**config.mk**
```make
export PLATFORM = sky130hd
export DESIGN_NAME = wb_scoreboard
export DESIGN_NICKNAME = d
export VERILOG_FILES = /design/src/rtl/wb_scoreboard_pkg.sv /design/src/rtl/wb_scoreboard_tag_fifo.sv /design/src/rtl/wb_scoreboard.sv
export SDC_FILE = /design/constraint.sdc
export NUM_CORES = 1
export LEC_CHECK = 0
export ABC_AREA = 0
export BUFFER_PORTS_ARGS = -buffer_cell sky130_fd_sc_hd__buf_4
export CAP_MARGIN = 15
export CORE_MARGIN = 3
export CORE_UTILIZATION = 29
export CTS_BUF_LIST = sky130_fd_sc_hd__clkbuf_4 sky130_fd_sc_hd__clkbuf_8
export CTS_CLUSTER_DIAMETER = 40
export DETAILED_ROUTE_END_ITERATION = 12
export PLACE_DENSITY = 0.48
export SYNTH_ARGS = -nofsm -noshare
export SYNTH_HDL_FRONTEND = slang
export SYNTH_SLANG_ARGS = --single-unit
```
**constraint.sdc**
```tcl
create_clock -name clk -period 4.4 [get_ports clk]
set_clock_uncertainty 0.15 [all_clocks]
set_input_delay 0.22 -clock clk [delete_from_list [all_inputs] [get_ports clk]]
set_output_delay 0.22 -clock clk [all_outputs]
set_load 0.01 [all_outputs]
```
**src/rtl/wb_scoreboard_pkg.sv**
```systemverilog
// Shared register-index types and long-latency opcode classification for the
// writeback scoreboard and the decode logic that drives issue_long.
package wb_scoreboard_pkg;

  localparam int REG_IDX_W = 5;

  typedef logic [REG_IDX_W-1:0] reg_idx_t;

  localparam reg_idx_t REG_ZERO = 5'd0;

  typedef enum logic [6:0] {
    OPC_LOAD    = 7'b0000011,
    OPC_OP_IMM  = 7'b0010011,
    OPC_STORE   = 7'b0100011,
    OPC_OP      = 7'b0110011,
    OPC_CUSTOM0 = 7'b0001011
  } opcode_e;

  // Loads and the custom multi-cycle unit complete in WB, past the X bypass.
  function automatic logic is_long_opc(input logic [6:0] opc);
    return (opc == OPC_LOAD) || (opc == OPC_CUSTOM0);
  endfunction

endpackage

```
**src/rtl/wb_scoreboard_tag_fifo.sv**
```systemverilog
// In-order completion queue of destination tags for outstanding long ops.
// Illegal pushes (full, no pop) and pops (empty) are dropped and flagged on err.
module wb_scoreboard_tag_fifo
  import wb_scoreboard_pkg::*;
#(
  parameter int DEPTH = 2,
  parameter int CNT_W = 2
) (
  input  logic             clk,
  input  logic             rst,
  input  logic             push,
  input  logic             pop,
  input  logic [4:0]       din,
  output logic [4:0]       head,
  output logic [CNT_W-1:0] count,
  output logic             full,
  output logic             empty,
  output logic             err
);

  localparam int PTR_W = (DEPTH > 1) ? $clog2(DEPTH) : 1;

  reg_idx_t         mem [DEPTH];
  logic [PTR_W-1:0] head_ptr;
  logic [PTR_W-1:0] tail_ptr;
  logic [CNT_W-1:0] cnt_q;
  logic             do_push;
  logic             do_pop;

  function automatic logic [PTR_W-1:0] next_ptr(input logic [PTR_W-1:0] p);
    return (p == PTR_W'(DEPTH - 1)) ? '0 : p + 1'b1;
  endfunction

  always_comb begin
    empty   = (cnt_q == '0);
    full    = (cnt_q == CNT_W'(DEPTH));
    do_pop  = pop && !empty;
    do_push = push && (!full || do_pop);
    err     = (pop && empty) || (push && full && !do_pop);
    head    = mem[head_ptr];
    count   = cnt_q;
  end

  always_ff @(posedge clk) begin
    if (do_push) mem[tail_ptr] <= din;
  end

  always_ff @(posedge clk) begin
    if (rst) begin
      head_ptr <= '0;
      tail_ptr <= '0;
      cnt_q    <= '0;
    end else begin
      if (do_push) tail_ptr <= next_ptr(tail_ptr);
      if (do_pop)  head_ptr <= next_ptr(head_ptr);
      case ({do_push, do_pop})
        2'b10:   cnt_q <= cnt_q + 1'b1;
        2'b01:   cnt_q <= cnt_q - 1'b1;
        default: cnt_q <= cnt_q;
      endcase
    end
  end

endmodule

```
**src/rtl/wb_scoreboard.sv**
```systemverilog
// Pending-write scoreboard for long-latency ops: records destinations at issue,
// retires them at writeback, and stalls ID on hazards no bypass can cover.
module wb_scoreboard
  import wb_scoreboard_pkg::*;
#(
  parameter int MAX_OUT = 2,
  parameter int CNT_W   = 2
) (
  input  logic             clk,
  input  logic             rst,
  input  logic             issue_valid,
  input  logic             issue_long,
  input  logic             issue_wen,
  input  logic [4:0]       issue_rd,
  input  logic [4:0]       rs1_ID,
  input  logic [4:0]       rs2_ID,
  input  logic             rs1_used,
  input  logic             rs2_used,
  input  logic             wb_valid,
  input  logic [4:0]       wb_rd,
  output logic             stall_ID,
  output logic             issue_accept,
  output logic [31:0]      pending,
  output logic [CNT_W-1:0] outstanding_cnt,
  output logic             full,
  output logic             sb_err
);

  logic [31:0]      pending_q;
  logic [31:0]      pending_next;
  logic [31:0]      retire_mask;
  logic [31:0]      p_eff;
  logic [31:0]      set_mask;
  logic [31:0]      clr_mask;
  logic             sb_err_q;
  logic             retire;
  logic             push;
  logic             tag_valid;
  logic             mismatch;
  reg_idx_t         push_tag;
  reg_idx_t         fifo_head;
  logic [CNT_W-1:0] fifo_cnt;
  logic             fifo_full;
  logic             fifo_empty;
  logic             fifo_err;

  wb_scoreboard_tag_fifo #(
    .DEPTH (MAX_OUT),
    .CNT_W (CNT_W)
  ) u_tag_fifo (
    .clk   (clk),
    .rst   (rst),
    .push  (push),
    .pop   (wb_valid),
    .din   (push_tag),
    .head  (fifo_head),
    .count (fifo_cnt),
    .full  (fifo_full),
    .empty (fifo_empty),
    .err   (fifo_err)
  );

  always_comb begin
    retire      = wb_valid && !fifo_empty;
    retire_mask = (retire && wb_rd != REG_ZERO) ? (32'd1 << wb_rd) : 32'd0;
    // The retiring value is visible through the WB bypass this cycle.
    p_eff       = pending_q & ~retire_mask;

    stall_ID    = (rs1_used && rs1_ID != REG_ZERO && p_eff[rs1_ID])
               || (rs2_used && rs2_ID != REG_ZERO && p_eff[rs2_ID])
               || (issue_valid && issue_wen && issue_rd != REG_ZERO && p_eff[issue_rd])
               || (issue_valid && issue_long && fifo_full && !retire);
    issue_accept = issue_valid && !stall_ID;

    tag_valid   = issue_wen && issue_rd != REG_ZERO;
    push        = issue_accept && issue_long;
    push_tag    = tag_valid ? issue_rd : REG_ZERO;

    set_mask    = (push && tag_valid) ? (32'd1 << issue_rd) : 32'd0;
    clr_mask    = (retire && fifo_head != REG_ZERO) ? (32'd1 << fifo_head) : 32'd0;
    // A new write to the register being retired keeps its pending bit.
    pending_next = ((pending_q & ~clr_mask) | set_mask) & ~32'd1;

    mismatch    = retire && (wb_rd != fifo_head);
  end

  always_ff @(posedge clk) begin
    if (rst) begin
      pending_q <= 32'd0;
      sb_err_q  <= 1'b0;
    end else begin
      pending_q <= pending_next;
      sb_err_q  <= sb_err_q | fifo_err | mismatch;
    end
  end

  assign pending         = pending_q;
  assign outstanding_cnt = fifo_cnt;
  assign full            = fifo_full;
  assign sb_err          = sb_err_q;

endmodule
```
Yosys cells after proc, flatten, opt, wreduce, memory -nomap -nowiden
Memory sizes are Yosys's and may differ from the RTL's. A register that Yosys moved wholly into a read port is not among the register bits.
Index checks and enable logic that the tools add are counted.
{"block": "totals", "output_inout_bits": 38, "ram_bits": 10, "reg_bits": 37, "n_memories": 1}
{"memory": "u_tag_fifo.mem", "depth": 2, "width": 5, "rd": 1, "rd_clocked_by_memory_dff": 1, "wr": 1, "line": "wb_scoreboard_tag_fifo.sv:23", "source": "reg_idx_t mem [DEPTH];"}
{"block": "op_classes", "n_addsub": 4, "reduce_logical": 38, "n_mux": 17, "order_cmp": 3, "shifts": 3, "bitwise_logic": 7, "eq_ne": 4}
{"operator": "two-way mux 32 bit", "n": 3}
{"operator": "<< shifter 1 x 5 -> 32 bit, first input constant", "n": 3}
{"operator": "bitwise AND 32 bit", "n": 2}
{"operator": "NOT 32 bit", "n": 2}
{"operator": "OR 32 bit", "n": 1}
{"operator": "nonzero test 5 bit", "n": 5}
{"operator": "logical AND 1 bit", "n": 22}
{"operator": "less-than comparator 5 x 6 -> 1 bit, second input constant", "n": 3}
{"operator": "binary-select mux 1 bit (select 5 bit)", "n": 3}
{"operator": "two-way mux 1 bit", "n": 9}
{"operator": "logical OR 1 bit", "n": 5}
{"operator": "two-way mux 5 bit", "n": 1}
{"operator": "!= test 5 bit", "n": 1}
{"operator": "equality test 2 bit, second input constant", "n": 2}
{"operator": "zero test 1 bit", "n": 4}
{"operator": "one-hot mux 2 bit (2 select lines)", "n": 1}
{"operator": "adder 1 bit, second input constant", "n": 2}
{"operator": "adder 2 x 1 -> 2 bit, second input constant", "n": 1}
{"operator": "equality test 2 x 1 -> 1 bit, second input constant", "n": 1}
{"operator": "zero test 2 bit", "n": 1}
{"operator": "OR 1 bit", "n": 2}
{"operator": "nonzero test 2 bit", "n": 1}
{"operator": "subtractor 2 x 1 -> 2 bit, second input constant", "n": 1}

Longest topological paths before layout
{"block": "logic_depth", "ltp_word": 21, "ltp_mapped": 15}

By module
From an unflattened synthesis, not the netlist that was laid out.
{"block": "unflattened", "cells_unflattened": 417, "hier_area_um2": 3602.2}
{"mod": "wb_scoreboard", "cells_per_inst": 372, "area_per_inst_um2": 2977.9, "instances": 1, "seq_area_each_um2": 640.6}
{"mod": "wb_scoreboard_tag_fifo", "cells_per_inst": 45, "area_per_inst_um2": 624.3, "instances": 1, "seq_area_each_um2": 400.4}

Least setup slack after synthesis
No wires, ideal clock.
{"block": "synth_path", "kind": "reg-to-reg", "start": "register u_tag_fifo.cnt_q[0] (netlist: u_tag_fifo.count[0])", "end": "register u_tag_fifo.cnt_q[1] (netlist: u_tag_fifo.count[1])", "stages_incl_launch_ff": 13, "setup_time_ps": 71, "period_less_slack_ps": 3382, "path_slack_ps": 1018, "arrival_time_ps": 3161, "required_ps": 4179, "cell_sequence": "dfxtp_1 > buf_4 > o211ai_2 > o21ai_0 > mux4_2 > and3b_1 > nor4b_1 > a311oi_4 > nand4_4 > buf_2 > ha_1 > or3_1 > a21oi_1"}
{"block": "synth_between", "elab_chain_len": 19, "word_cells_on_any_way": 35, "classes_between": "2 x add/sub; 3 x eq/ne; 8 x mux; 2 x bitwise; 20 x reduce/logical"}
{"element": "from (decl)", "line": "wb_scoreboard_tag_fifo.sv:26", "source": "logic [CNT_W-1:0] cnt_q;"}
{"element": "from (signal assigned)", "line": "wb_scoreboard_tag_fifo.sv:57", "source": "2'b10: cnt_q <= cnt_q + 1'b1;"}
{"element": "from (signal assigned)", "line": "wb_scoreboard_tag_fifo.sv:58", "source": "2'b01: cnt_q <= cnt_q - 1'b1;"}
{"element": "from (signal assigned)", "line": "wb_scoreboard_tag_fifo.sv:59", "source": "default: cnt_q <= cnt_q;"}
{"element": "zero test 2 bit", "line": "wb_scoreboard_tag_fifo.sv:35", "source": "empty = (cnt_q == '0);"}
{"element": "zero test 1 bit", "line": "wb_scoreboard_tag_fifo.sv:37, wb_scoreboard.sv:64"}
{"element": "logical AND 1 bit", "line": "wb_scoreboard_tag_fifo.sv:37, wb_scoreboard.sv:64"}
{"element": "logical AND 1 bit", "line": "wb_scoreboard.sv:65", "source": "retire_mask = (retire && wb_rd != REG_ZERO) ? (32'd1 << wb_rd) : 32'd0;"}
{"element": "two-way mux 32 bit", "line": "wb_scoreboard.sv:65"}
{"element": "NOT 32 bit", "line": "wb_scoreboard.sv:67", "source": "p_eff = pending_q & ~retire_mask;"}
{"element": "bitwise AND 32 bit", "line": "wb_scoreboard.sv:67"}
{"element": "binary-select mux 1 bit (select 5 bit), on equally long branches", "line": "wb_scoreboard.sv:69, wb_scoreboard.sv:70"}
{"element": "[... 3 more ...]"}
{"element": "logical OR 1 bit", "line": "wb_scoreboard.sv:71", "source": "|| (issue_valid && issue_wen && issue_rd != REG_ZERO && p_eff[issue_rd])"}
{"element": "logical OR 1 bit", "line": "wb_scoreboard.sv:72", "source": "|| (issue_valid && issue_long && fifo_full && !retire);"}
{"element": "zero test 1 bit", "line": "wb_scoreboard.sv:73", "source": "issue_accept = issue_valid && !stall_ID;"}
{"element": "logical AND 1 bit", "line": "wb_scoreboard.sv:73"}
{"element": "logical AND 1 bit", "line": "wb_scoreboard.sv:76", "source": "push = issue_accept && issue_long;"}
{"element": "logical AND 1 bit", "line": "wb_scoreboard_tag_fifo.sv:38", "source": "do_push = push && (!full || do_pop);"}
{"element": "equality test 2 x 1 -> 1 bit or equality test 2 bit (tied branches)", "line": "wb_scoreboard_tag_fifo.sv:56", "source": "case ({do_push, do_pop})"}
{"element": "one-hot mux 2 bit (2 select lines) or nonzero test 2 bit (tied branches)"}
Several ways; a longest one is shown, not always the timed one. The select of a mux whose other input is x is not followed.
A chain may end at the register's enable or synchronous reset.

Final worst setup path
Same ends and word-level chain as after synthesis.

==> flow_summary.json <==
{
  "outcome": "complete, no violations",
  "core_area_um2": 12820,
  "antenna_found_initial": 0,
  "die_h_um": 121.3,
  "clock_latency_ps": 300,
  "drive_gt1_frac": 0.2211,
  "finalWorstSetupSlack_ps": 356.1,
  "powerDensity_nw_per_um2": 261.2,
  "finalCritPeriodShare": 0.9191,
  "grt_pass1_wl_mm": 23.21,
  "busiest_layer": "met2",
  "relSlewSlack": 0.3736,
  "synth_fp_nets": 484,
  "routabilityCongestion": 0.9285,
  "cts.path.max_buffers": 2,
  "path_cells": "nor2_2 -> o41ai_2 -> o22ai_1 -> o311ai_0 -> nor4b_1 -> a311oi_4 -> nand4_4 -> ha_1 -> or3_1 -> a21oi_1",
  "synth_flop_cell": "dfxtp_1",
  "die_x_um": 121.3,
  "grt_pass1_vias": 3930,
  "tightest_slew_ps": 938.5,
  "required_ps": 4490,
  "num_rows": 41,
  "drv_slew": 0,
  "setup_tns_ps": 0,
  "reg2reg_slack_ps": 360,
  "postCtsHoldBufs": 0,
  "fin_area_um2": 4484,
  "crit_path_top_delay_cell": "o41ai_2",
  "r2r-start": "u_tag_fifo.count[0]",
  "setup_violations": 0,
  "cts_setup_buffers": 0,
  "yosysTopAreaCell": "dfxtp_1",
  "r2r-end": "u_tag_fifo.count[1]",
  "dp_slack_ps": 456.2,
  "totalPowerFinal_mw": 1.171,
  "arrival_ps": 4140,
  "drtIter0Drc": 486,
  "grt.total_usage": 0.2040,
  "yosys_register_bits": 47,
  "hold_path.class": "primary input to flip-flop",
  "dr.pass1.iters": 5,
  "insertedDiodeCount": 0,
  "ys_seq_area_frac": 0.2702,
  "synth.top_cell.area_share": 0.1923,
  "numPortBuffers": 64,
  "clockRootBuffer": "clkbuf_8",
  "clock_sinks": 47,
  "ioPinCount": 66,
  "whs_path_depth": 2,
  "cts_buffers": 5,
  "vias": 4039,
  "met3_usage": 0.02844,
  "synth.distinct_cells": 68,
  "final_cell_count_no_fill": 665,
  "path_clk_slew_ps": 90,
  "crit_path_max_fanout": 17,
  "yosysMostFrequentCell": "nand2_1",
  "cts_htree_levels": 2,
  "final_nets": 521,
  "use_met1": 0.2820,
  "crit_type": "flip-flop to flip-flop",
  "synth_edf_count": 10,
  "start_util": 0.3004,
  "hold_start": "rst",
  "whs_ps": 27.92,
  "overflow": 0,
  "synth.top_cells.by_count": "53 x nand2_1, 37 x dfxtp_1, 33 x nand3_1, 31 x nor2_1, 31 x o31ai_1",
  "met2_usage": 0.3394,
  "p_leak_nw": 1.461,
  "grt_max_degree": 33,
  "area_delta_synth_final_pct": 16.40,
  "startpoint_type": "flip-flop",
  "end_kind": "flip-flop",
  "synth.avg_cell_area_um2": 8.467,
  "vdd_ir_drop_max_v": 0.0001532,
  "finalWirelength_mm": 15.33,
  "via_per_inst": 6.074,
  "ctsResizeCount": 0,
  "slowest_delay_ps": 590,
  "cts_tree": "done",
  "syn_area_um2": 3852,
  "post-dp-hpwl_mm": 11.67,
  "fin_crit_ps": 4044,
  "wire_per_inst_um": 23.06,
  "drv_cap": 0,
  "finish.utilization": 0.3497,
  "yosys_warnings": 0,
  "die-area_um2": 14700,
  "drc_errors": 0,
  "min_to": "u_tag_fifo.count[1]",
  "hold_viol_final": 0,
  "place_area_um2": 4372,
  "fmax_ghz": 0.2473,
  "rsz0062_at_grt": "no",
  "ant_nets": 0,
  "ys_async_sr_fraction": 0,
  "syn_inst": 455,
  "place_inst": 657,
  "r2r_cells": 10,
  "synth.area.top_cells": "dfxtp_1 19%, edfxtp_1 7.8%, o31ai_1 6.0%"
}
-- worst max path at each step --
| stage | end | startpoint | slack [ps] | depth (start not counted) |
|---|---|---|---|---|
| after floorplan | u_tag_fifo.count[1] | u_tag_fifo.count[0] | 1020 | 12 |
| after global placement | u_tag_fifo.count[1] | wb_rd[0] | 520 | 11 |
| after detailed placement | u_tag_fifo.mem[1][0] | u_tag_fifo.count[0] | 460 | 9 |
| after CTS | u_tag_fifo.count[1] | u_tag_fifo.count[0] | 420 | 10 |
| after global routing | u_tag_fifo.count[1] | u_tag_fifo.count[0] | 170 | 10 |
| final | u_tag_fifo.count[1] | u_tag_fifo.count[0] | 360 | 10 |
-- per-layer routing --
metal | routed length [um] | up-vias | share of wire
li1 | - | 1870 | -
met4 | 207 | 0 | 0.014
met3 | 882 | 23 | 0.058
met2 | 7351 | 153 | 0.48
met5 | 0 | - | 0
met1 | 6891 | 1993 | 0.45
-- flip-flops by register name (all words and copies together), names as in the netlist, named ones only --
register	flops
u_tag_fifo.tail_ptr	1
u_tag_fifo.head_ptr	1
u_tag_fifo.count	2
pending	31
sb_err	1
u_tag_fifo.mem	10
-- power by group --
group / leakage [nW] / switching, mW / internal, mW
Clock: 0.0581 / 0.149 / 0.169
Combinational: 1.01 / 0.243 / 0.117
Sequential: 0.392 / 0.0351 / 0.457
Total: 1.46 / 0.428 / 0.743
-- worst max-delay path: cells and delay by family, from the launching register on --
family,cells,cell delay (ps)
fa+ha+maj,1,440
simple gates,4,1110
compound gates,5,1680
flops,1,580
-- area by class of cell --
class / count / area, um2
Tap cell: 172 / 215.2
Clock buffer: 5 / 68.82
Sequential cell: 47 / 1041
Fill cell: 1390 / 8341
Inverter: 17 / 63.81
Multi-Input combinational cell: 354 / 2549
Timing Repair Buffer: 67 / 503.0
Clock inverter: 3 / 43.79
-- cell usage in the layout, fill, tap and decap left out, types with 12 or more instances in the layout --
master and count:
o311ai_0 13, buf_4 67, inv_1 17, o211ai_1 14, nand3_1 33, a21oi_1 12
o31ai_1 31, o21ai_0 14, nor2_1 31, dfxtp_1 37, o41ai_1 12, nand2_1 53
-- logic make-up after synthesis --
kind of cell / after synthesis / synth area share
AOI/OAI and AO/OA: 142 / 0.3050
xor gates and xnor gates: 8 / 0.01819
adders and majority gates: 1 / 0.003247
buffers and inverters: 54 / 0.06918
DFF: 47 / 0.2702
muxes: 22 / 0.08444
other: 1 / 0.0009734
and+or+nand+nor: 180 / 0.2488
Power figures use the tool's default switching activity.
